--- src/rtl/pc_unit_ras.sv ---
// ---------------------------------------------------------------------------
// pc_unit_ras
// Program counter for the rv32i core. It holds the PC register with a reset
// vector and an update enable, traps on a misaligned jump target, and keeps a
// circular return-address stack (RAS) that predicts JALR returns.
//
// Ports
//   clk          in   1   single clock, rising edge
//   reset        in   1   synchronous, active-high
//   update_pc    in   1   advance PC this cycle (level, sampled at posedge)
//   addr_offset  in   W   branch/JAL immediate
//   alu_result   in   W   JALR target; bit 0 carries the branch condition
//   jump_type    in   3   JUMP_* code (see localparams below)
//   is_call      in   1   JAL/JALR links: push return address
//   is_ret       in   1   JALR is a return: pop
//   pc_current   out  W   current PC (registered)
//   pc_plus_4    out  W   pc_current + 4 (comb)
//   pc_next      out  W   selected target before the alignment check (comb)
//   trap         out  1   high during the single trap cycle (registered)
//   epc          out  W   PC of the faulting instruction (registered)
//   bad_target   out  W   misaligned target that caused the trap (registered)
//   ras_pred     out  W   RAS top entry (comb)
//   ras_valid    out  1   RAS holds at least one entry (comb)
//   ras_mispred  out  1   one-cycle pulse: a valid pop disagreed with the JALR
//                         target (registered)
// ---------------------------------------------------------------------------
module pc_unit_ras #(
    parameter int unsigned              DATA_WIDTH   = 32,
    parameter logic [DATA_WIDTH-1:0]    RESET_VECTOR = 32'h0000_0000,
    parameter logic [DATA_WIDTH-1:0]    TRAP_VECTOR  = 32'h0000_0100,
    parameter int unsigned              RAS_DEPTH    = 4,
    parameter int unsigned              ALIGN_BITS   = 2
) (
    input  logic                  clk,
    input  logic                  reset,
    input  logic                  update_pc,
    input  logic [DATA_WIDTH-1:0] addr_offset,
    input  logic [DATA_WIDTH-1:0] alu_result,
    input  logic [2:0]            jump_type,
    input  logic                  is_call,
    input  logic                  is_ret,
    output logic [DATA_WIDTH-1:0] pc_current,
    output logic [DATA_WIDTH-1:0] pc_plus_4,
    output logic [DATA_WIDTH-1:0] pc_next,
    output logic                  trap,
    output logic [DATA_WIDTH-1:0] epc,
    output logic [DATA_WIDTH-1:0] bad_target,
    output logic [DATA_WIDTH-1:0] ras_pred,
    output logic                  ras_valid,
    output logic                  ras_mispred
);

    // Jump-type encoding shared with decode.
    localparam logic [2:0] JUMP_NONE = 3'd0;
    localparam logic [2:0] JUMP_IF_0 = 3'd1;
    localparam logic [2:0] JUMP_IF_1 = 3'd2;
    localparam logic [2:0] JUMP_JAL  = 3'd3;
    localparam logic [2:0] JUMP_JALR = 3'd4;
    localparam logic [2:0] JUMP_ZERO = 3'd5;

    localparam int unsigned PW = (RAS_DEPTH > 1) ? $clog2(RAS_DEPTH) : 1;
    localparam int unsigned CW = PW + 1;
    localparam logic [CW-1:0] COUNT_FULL = CW'(RAS_DEPTH);

    typedef enum logic [1:0] {
        ST_BOOT = 2'd0,
        ST_RUN  = 2'd1,
        ST_TRAP = 2'd2
    } state_t;

    // Registers and their next-state values
    state_t                state_q, state_d;
    logic [DATA_WIDTH-1:0] pc_q, pc_d;
    logic [DATA_WIDTH-1:0] epc_q, epc_d;
    logic [DATA_WIDTH-1:0] bad_q, bad_d;
    logic                  trap_q, trap_d;
    logic                  mispred_q, mispred_d;
    logic [PW-1:0]         top_q, top_d;
    logic [CW-1:0]         count_q, count_d;
    logic [DATA_WIDTH-1:0] ras_q [RAS_DEPTH];

    // RAS write port
    logic                  ras_we_s;
    logic [PW-1:0]         ras_widx_s;

    // Datapath helpers
    logic [DATA_WIDTH-1:0] pc_plus_4_s;
    logic [DATA_WIDTH-1:0] pc_rel_s;
    logic [DATA_WIDTH-1:0] jalr_tgt_s;
    logic [DATA_WIDTH-1:0] pc_next_s;
    logic                  misaligned_s;
    logic                  accept_s;
    logic                  push_s;
    logic                  pop_s;
    logic                  ras_valid_s;

    assign pc_plus_4_s  = pc_q + DATA_WIDTH'(3'd4);
    assign pc_rel_s     = pc_q + addr_offset;
    assign jalr_tgt_s   = {alu_result[DATA_WIDTH-1:1], 1'b0};
    assign misaligned_s = |pc_next_s[ALIGN_BITS-1:0];
    assign ras_valid_s  = (count_q != {CW{1'b0}});

    // Target selection; conditional branches read their outcome from alu bit 0.
    always_comb begin
        pc_next_s = pc_plus_4_s;
        case (jump_type)
            JUMP_IF_0: begin
                if (!alu_result[0]) begin
                    pc_next_s = pc_rel_s;
                end else begin
                    pc_next_s = pc_plus_4_s;
                end
            end
            JUMP_IF_1: begin
                if (alu_result[0]) begin
                    pc_next_s = pc_rel_s;
                end else begin
                    pc_next_s = pc_plus_4_s;
                end
            end
            JUMP_JAL:  pc_next_s = pc_rel_s;
            JUMP_JALR: pc_next_s = jalr_tgt_s;
            JUMP_ZERO: pc_next_s = {DATA_WIDTH{1'b0}};
            JUMP_NONE: pc_next_s = pc_plus_4_s;
            default:   pc_next_s = pc_plus_4_s;
        endcase
    end

    // Only accepted, non-trapping updates in ST_RUN may touch the RAS.
    assign accept_s = (state_q == ST_RUN) && update_pc && !misaligned_s;
    assign push_s   = accept_s && is_call &&
                      ((jump_type == JUMP_JAL) || (jump_type == JUMP_JALR));
    assign pop_s    = accept_s && is_ret && (jump_type == JUMP_JALR);

    // FSM next state, PC and trap capture.
    always_comb begin
        state_d = state_q;
        pc_d    = pc_q;
        epc_d   = epc_q;
        bad_d   = bad_q;
        trap_d  = 1'b0;
        case (state_q)
            ST_BOOT: begin
                state_d = ST_RUN;
            end
            ST_RUN: begin
                if (update_pc && misaligned_s) begin
                    state_d = ST_TRAP;
                    pc_d    = TRAP_VECTOR;
                    epc_d   = pc_q;
                    bad_d   = pc_next_s;
                    trap_d  = 1'b1;
                end else if (update_pc) begin
                    pc_d = pc_next_s;
                end else begin
                    pc_d = pc_q;
                end
            end
            ST_TRAP: begin
                state_d = ST_RUN;
            end
            default: begin
                state_d = ST_BOOT;
            end
        endcase
    end

    // RAS pointer/count update. A simultaneous pop+push replaces the top entry
    // in place; with an empty stack it degenerates to a plain push.
    always_comb begin
        top_d      = top_q;
        count_d    = count_q;
        ras_we_s   = 1'b0;
        ras_widx_s = top_q;
        mispred_d  = 1'b0;
        if (pop_s && ras_valid_s) begin
            mispred_d = (ras_q[top_q] != pc_next_s);
        end else begin
            mispred_d = 1'b0;
        end
        if (push_s && pop_s && ras_valid_s) begin
            ras_we_s   = 1'b1;
            ras_widx_s = top_q;
        end else if (push_s) begin
            // Full stack: the pointer wraps and overwrites the oldest entry.
            ras_we_s   = 1'b1;
            ras_widx_s = top_q + PW'(1'b1);
            top_d      = top_q + PW'(1'b1);
            if (count_q != COUNT_FULL) begin
                count_d = count_q + CW'(1'b1);
            end else begin
                count_d = count_q;
            end
        end else if (pop_s && ras_valid_s) begin
            top_d   = top_q - PW'(1'b1);
            count_d = count_q - CW'(1'b1);
        end else begin
            top_d   = top_q;
            count_d = count_q;
        end
    end

    // State, PC, trap and RAS registers with synchronous reset.
    always_ff @(posedge clk) begin
        if (reset) begin
            state_q   <= ST_BOOT;
            pc_q      <= RESET_VECTOR;
            epc_q     <= {DATA_WIDTH{1'b0}};
            bad_q     <= {DATA_WIDTH{1'b0}};
            trap_q    <= 1'b0;
            mispred_q <= 1'b0;
            top_q     <= {PW{1'b0}};
            count_q   <= {CW{1'b0}};
            for (int i = 0; i < RAS_DEPTH; i++) begin
                ras_q[i] <= {DATA_WIDTH{1'b0}};
            end
        end else begin
            state_q   <= state_d;
            pc_q      <= pc_d;
            epc_q     <= epc_d;
            bad_q     <= bad_d;
            trap_q    <= trap_d;
            mispred_q <= mispred_d;
            top_q     <= top_d;
            count_q   <= count_d;
            if (ras_we_s) begin
                ras_q[ras_widx_s] <= pc_plus_4_s;
            end
        end
    end

    assign pc_current  = pc_q;
    assign pc_plus_4   = pc_plus_4_s;
    assign pc_next     = pc_next_s;
    assign trap        = trap_q;
    assign epc         = epc_q;
    assign bad_target  = bad_q;
    assign ras_pred    = ras_q[top_q];
    assign ras_valid   = ras_valid_s;
    assign ras_mispred = mispred_q;

endmodule

--- config.mk ---
export PLATFORM = sky130hd
export DESIGN_NAME = pc_unit_ras
export DESIGN_NICKNAME = d
export VERILOG_FILES = /design/src/rtl/pc_unit_ras.sv
export SDC_FILE = /design/constraint.sdc
export NUM_CORES = 1
export LEC_CHECK = 0
export ABC_AREA = 0
export CORE_ASPECT_RATIO = 1.1
export CORE_MARGIN = 1.5
export CORE_UTILIZATION = 40
export CTS_CLUSTER_SIZE = 25
export DETAILED_ROUTE_END_ITERATION = 12
export GPL_ROUTABILITY_DRIVEN = 0
export PLACE_DENSITY = 0.7
export SLEW_MARGIN = 20
export SYNTH_ARGS = -nofsm -noshare
export SYNTH_HDL_FRONTEND = slang
export SYNTH_SLANG_ARGS = --single-unit
--- constraint.sdc ---
create_clock -name clk -period 6.4 [get_ports clk]
set_clock_uncertainty 0.15 [all_clocks]
set_input_delay 0.64 -clock clk [delete_from_list [all_inputs] [get_ports clk]]
set_output_delay 0.64 -clock clk [all_outputs]
set_load 0.01 [all_outputs]
==> results.sh, run 1 <==
export IMPL_num_vias=11563
export IMPL_synth_distinct_cells=83
export IMPL_start_util=0.405
export IMPL_status="finished clean"
export IMPL_ys_flop_type="edfxtp_1"
export IMPL_finalSetupTns_ns=0
export IMPL_num_io_pins=267
export IMPL_multi_input_area_um2=6100
export IMPL_antenna_found_initial=2
export IMPL_ctsResizeCount=0
export IMPL_path_clk_slew_ns=0.06
export IMPL_die_w_um=173
export IMPL_dieArea_um2=32800
export IMPL_vias_per_cell=5.80
export IMPL_slew_viol_final=0
export IMPL_syn_nets=1434
export IMPL_power_density_nw_per_um2=224
export IMPL_drive_above_1_share=0.0801
export IMPL_cp_depth=10
export IMPL_finalHoldViolCount=0
export IMPL_crit_buf_inv=1
export IMPL_preCtsSetupSlack_ns=1.00
export IMPL_cpMaxStageDelayCell="dfxtp_1"
export IMPL_ant_nets=0
export IMPL_ys_seq_area_frac=0.472
export IMPL_totalWireLength_um=43500
export IMPL_reg2regPathDepth=12
export IMPL_yosys_warnings=0
export IMPL_critPathMaxStageDelay_ns=0.80
export IMPL_async_flop_share=0
export IMPL_clk_path_buf_depth=3
export IMPL_io_buffers=266
export IMPL_rsz0062_at_grt="no"
export IMPL_numCtsBuffers=25
export IMPL_wl_per_cell_um=21.8
export IMPL_first_global_vias=10910
export IMPL_path_class="flop to output pin"
export IMPL_worst_slew_pin_slew_ns=1.15
export IMPL_dp_hpwl_um=32500
export IMPL_fp_dieH_um=190
export IMPL_final_nets=1663
export IMPL_whs_path_depth=2
export IMPL_leakage_nw=5.93
export IMPL_synth_area_leader_cell="edfxtp_1"
export IMPL_ctsHoldBuffers=0
export IMPL_rrSetupSlack_ns=1.23
export IMPL_crit_chain="ha_1 -> o211ai_1 -> o211ai_1 -> a31oi_1 -> o21ai_0 -> a31o_2 -> a21boi_0 -> xor2_1 -> o221ai_1 -> clkdlybuf4s50_1"
export IMPL_setup_viol=0
export IMPL_max_slew_margin_rel=0.227
export IMPL_peakVddDrop_mv=0.192
export IMPL_cts_tree="yes"
export IMPL_drt_first_pass_iters=8
export IMPL_synth_area_um2=12700
export IMPL_syn_inst=1326
export IMPL_fin_ws_ns=0.788
export IMPL_cap_violations=0
export IMPL_grt_overflow=0
export IMPL_syn_avg_cell_area_um2=9.57
export IMPL_area_growth_synth_to_final_pct=29.9
export IMPL_clk_latency_ns=0.52
export IMPL_cp_arrival_ns=4.82
export IMPL_crit_top_cell="o211ai_1"
export IMPL_drc=0
export IMPL_min_from="epc[30]"
export IMPL_min_period_ns=5.61
export IMPL_cp_required_ns=5.61
export IMPL_cts_setup_buffers=0
export IMPL_timing_fmax_mhz=178
export IMPL_synth_edf_count=128
export IMPL_grt_usage=0.256
export IMPL_start_kind="flop"
export IMPL_register_area_um2=5990
export IMPL_grt_pass1_wl_um=65200
export IMPL_design_core_area_um2=31300
export IMPL_regToRegStartpoint="pc_current[2]"
export IMPL_rows=68
export IMPL_cp_top_family="compound AO/OA/AOI/OAI gates"
export IMPL_cts_htree_levels=1
export IMPL_n_fill_cell=2857
export IMPL_cp_max_fo=13
export IMPL_hold_class="flop to flop"
export IMPL_synth_largest_type_area_fraction=0.303
export IMPL_grt_max_degree=90
export IMPL_clockRootBuffer="clkbuf_16"
export IMPL_hold_end="epc[30]"
export IMPL_r2r_end="ras_mispred"
export IMPL_fin_crit_sh=0.877
export IMPL_synth_seq_cells=235
export IMPL_dr_first_iter_drc_count=1211
export IMPL_synth_area_leaders="edfxtp_1 30%, dfxtp_1 17%, nor2_1 7.3%, mux4_2 5.7%, nand2_1 4.1%"
export IMPL_endpoint_kind="output pin"
export IMPL_numClockSinks=235
## registers in the layout (all words and copies together) (netlist names), named ones only
signal	flops
pc_current	32
ras_q	128
bad_target	32
trap	1
state_q	2
count_q	3
ras_mispred	1
top_q	2
epc	32
## worst max path at each step
stage | start | to | slack, ns
final | pc_current[2] | pc_next[23] | 0.79
after detailed placement | addr_offset[0] | ras_mispred | 1.00
after global routing | pc_current[2] | pc_next[23] | 0.62
after CTS | pc_current[2] | pc_next[23] | 0.85
after global placement | addr_offset[0] | ras_mispred | 0.96
after floorplan | addr_offset[0] | ras_q[0][0] | 1.55
## cells in the mapped netlist (4+ instances only)
master     instances
a211oi_1           9
a21o_1            11
a21oi_1           73
a221o_1            5
a22oi_1           31
a2bb2oi_1          7
and2_1             4
and3_1            12
buf_1              5
buf_2             11
buf_6              9
clkbuf_1          60
dfxtp_1          107
edfxtp_1         128
ha_1              34
inv_1             47
mux2i_1            6
mux4_2            32
nand2_1          138
nand2b_1           8
nand3_1           33
nand4_1           21
nor2_1           246
nor2_2             8
nor2b_1            4
nor3_1            42
nor4_1            13
o211ai_1           9
o21ai_0           28
o221ai_1          13
o31ai_1            4
or3_1             11
xnor2_1           41
xor2_1            32
## report_power, final
part	switching, mW	leakage [nW]	internal, mW	total [mW]
Sequential	0.0351	2.19	1.63	1.67
Clock	0.605	0.404	0.856	1.46
Combinational	0.322	3.34	0.246	0.569
## per-stage QoR
stage | cell area, um^2 | instances | power, mW | utilization | hold slack [ns]
finish | 16500 | 1995 | 3.70 | 0.527 | 0.303
detailed placement | 15700 | 1948 | 2.26 | 0.500 | 0.293
CTS | 16500 | 1993 | 3.71 | 0.526 | 0.302
floorplan | 12700 | 1326 | 1.98 | - | 0.273
global placement | 15700 | 1948 | 2.25 | 0.500 | 0.289
global route | 16500 | 1995 | 3.80 | 0.527 | 0.321
## final cells by class
type | count | share of cell area
Tap cell | 420 | 0.0319
Antenna cell | 2 | 0.000304
Clock buffer | 31 | 0.0401
Multi-Input combinational cell | 952 | 0.370
Timing Repair Buffer | 292 | 0.174
Sequential cell | 235 | 0.363
Clock inverter | 14 | 0.00926
Inverter | 49 | 0.0112
## cell families after synthesis
kind of cell	count (synthesis)	share of synthesized area
adders and majority gates	36	0.0367
DFF	235	0.472
and+or+nand+nor	566	0.201
muxes	40	0.0636
xor gates and xnor gates	74	0.0517
buffers and inverters	139	0.0487
AOI/OAI and AO/OA	236	0.127
## tightest hold or removal path, cell delays in order (launching register included)
cell	delay, ns
dfxtp_1	0.31
nand2_1	0.05
a21oi_1	0.05
## metal layers
layer	wire [um]	part of all wire	vias to the layer above	GRT usage
li1	-	-	5224	-
met1	17200	0.40	5572	0.338
met4	2290	0.053	0	0.132
met2	20000	0.46	648	0.411
met3	3980	0.092	119	0.0382
met5	0	0	-	0
## placed cells by master, fill, tap and decap left out, drive strengths merged, types with 32 or more instances in the layout
cell           netlist  layout
nor3                42      42
mux4                32      32
nand3               33      33
nor2               255     255
ha                  34      34
inv                 48      51
a21oi               73      73
nand2              138     138
xor2                32      32
dfxtp              107     107
clkdlybuf4s50        0     265
edfxtp             128     128
xnor2               42      42
Power figures use the tool's default switching activity.
==> run 2: changes to the inputs <==
MAX_ROUTING_LAYER = met4   (was unset)
==> run 2 against run 1 <==
- non-clock buffer count is the same
- combinational power is essentially flat
- core utilization is the same
- sequential share of layout area is the same
- largest power group unchanged
==> results.sh, run 2 (synthesis results as in run 1) <==
export IMPL_status="finished clean"
export IMPL_clk_path_buf_depth=3
export IMPL_timing_fmax_mhz=178
export IMPL_area_growth_synth_to_final_pct=29.9
export IMPL_crit_top_cell="o211ai_1"
export IMPL_clk_latency_ns=0.53
export IMPL_top_register="ras_q"
export IMPL_critPathCapture="pc_next[23]"
export IMPL_num_io_pins=267
export IMPL_cp_arrival_ns=4.82
export IMPL_layout_commonest_cell="clkdlybuf4s50_1"
export IMPL_dr_first_iter_drc_count=1151
export IMPL_regToRegStartpoint="pc_current[2]"
export IMPL_fp_dieH_um=190
export IMPL_finalSetupTns_ns=0
export IMPL_critPathMaxStageDelay_ns=0.80
export IMPL_ctsResizeCount=0
export IMPL_numPlacedInstances=1948
export IMPL_fin_crit_sh=0.877
export IMPL_worst_slew_pin_slew_ns=1.18
export IMPL_rows=68
export IMPL_met3_wirelength_um=3650
export IMPL_reg2regPathDepth=12
export IMPL_cpMaxStageDelayCell="dfxtp_1"
export IMPL_cts_htree_levels=1
export IMPL_drive_above_1_share=0.0801
export IMPL_cts_setup_buffers=0
export IMPL_dp_hpwl_um=32500
export IMPL_fin_cells=1995
export IMPL_max_slew_margin_rel=0.209
export IMPL_cp_depth=10
export IMPL_post_route_util=0.527
export IMPL_totalWireLength_um=43500
export IMPL_ant_nets=0
export IMPL_grt_overflow=0
export IMPL_dieArea_um2=32800
export IMPL_numClockSinks=235
export IMPL_path_class="flop to output pin"
export IMPL_die_w_um=173
export IMPL_path_clk_slew_ns=0.06
export IMPL_hold_class="flop to flop"
export IMPL_rrSetupSlack_ns=1.22
export IMPL_wl_per_cell_um=21.8
export IMPL_final_nets=1663
export IMPL_leakage_nw=5.93
export IMPL_drt_first_pass_iters=5
export IMPL_power_total_mw=3.70
export IMPL_rsz0062_at_grt="no"
export IMPL_numCtsBuffers=25
export IMPL_slew_viol_final=0
export IMPL_finalHoldViolCount=0
export IMPL_start_kind="flop"
export IMPL_drc=0
export IMPL_grt_max_degree=90
export IMPL_crit_buf_inv=1
export IMPL_vias_per_cell=5.82
export IMPL_power_density_nw_per_um2=224
export IMPL_cp_required_ns=5.61
export IMPL_peakVddDrop_mv=0.190
export IMPL_cts_tree="yes"
export IMPL_num_vias=11602
export IMPL_first_global_vias=10904
export IMPL_start_util=0.405
export IMPL_largest_reg_flops=128
export IMPL_design_core_area_um2=31300
export IMPL_cap_violations=0
export IMPL_min_period_ns=5.61
export IMPL_layout_common_cells="265 x clkdlybuf4s50_1, 245 x nor2_1, 137 x nand2_1"
export IMPL_setup_viol=0
export IMPL_critPathLaunch="pc_current[2]"
export IMPL_crit_chain="ha_1 -> o211ai_1 -> o211ai_1 -> a31oi_1 -> o21ai_0 -> a31o_2 -> a21boi_0 -> xor2_1 -> o221ai_1 -> clkdlybuf4s50_1"
export IMPL_met2_length_um=19900
export IMPL_drt_met1_wl_um=17700
export IMPL_r2r_end="ras_mispred"
export IMPL_cp_top_family="compound AO/OA/AOI/OAI gates"
export IMPL_cp_max_fo=13
export IMPL_endpoint_kind="output pin"
export IMPL_antenna_found_initial=2
export IMPL_grt_pass1_wl_um=65200
export IMPL_io_buffers=266
export IMPL_ctsHoldBuffers=0
export IMPL_clockRootBuffer="clkbuf_16"
export IMPL_grt_usage=0.264
export IMPL_highest_layer="met4"
[run 2: cell counts in the layout (fill, tap and decap cells not counted)]
Identical to the previous run, type by type.
[run 2: worst min-delay path by stage]
stage / start / end / slack, ns / cells after the start
finish: epc[6] / epc[6] / 0.30 / 2
global placement: state_q[0] / state_q[0] / 0.29 / 1
global route: epc[4] / epc[4] / 0.32 / 2
floorplan: state_q[0] / state_q[0] / 0.27 / 1
detailed placement: state_q[0] / state_q[0] / 0.29 / 1
CTS: state_q[0] / state_q[0] / 0.30 / 1
[run 2: area by class of cell]
type / instances / area, um^2
Fill cell: 2857 / 14800
Multi-Input combinational cell: 952 / 6100
Sequential cell: 235 / 5990
Timing Repair Buffer: 292 / 2870
Clock buffer: 31 / 661
Tap cell: 420 / 526
Inverter: 49 / 185
Clock inverter: 14 / 153
Antenna cell: 2 / 5.00
[run 2: layer usage]
layer,vias to the layer above,GRT usage
li1,5229,-
met3,121,0.0368
met5,-,-
met4,0,0.132
met2,626,0.411
met1,5626,0.340
[run 2: worst min-delay path, delay by kind of cell, from the launching register on]
| kind | cells | cell delay [ns] |
|---|---|---|
| AOI/OAI and AO/OA | 1 | 0.05 |
| DFF | 1 | 0.31 |
| and+or+nand+nor | 1 | 0.05 |
[run 2: per-stage QoR]
| step | hold WS [ns] | setup slack [ns] | instance area (um^2) |
|---|---|---|---|
| final | 0.303 | 0.789 | 16500 |
| after global routing | 0.321 | 0.594 | 16500 |
| after CTS | 0.302 | 0.854 | 16500 |
| after detailed placement | 0.293 | 1.00 | 15700 |
| after global placement | 0.289 | 0.964 | 15700 |
| after floorplan | 0.273 | 1.55 | 12700 |
[run 2: power by group]
part	total, mW	internal [mW]	switching (mW)
logic	0.570	0.246	0.323
registers	1.67	1.63	0.0351
clock network	1.46	0.856	0.602
total	3.70	2.74	0.960
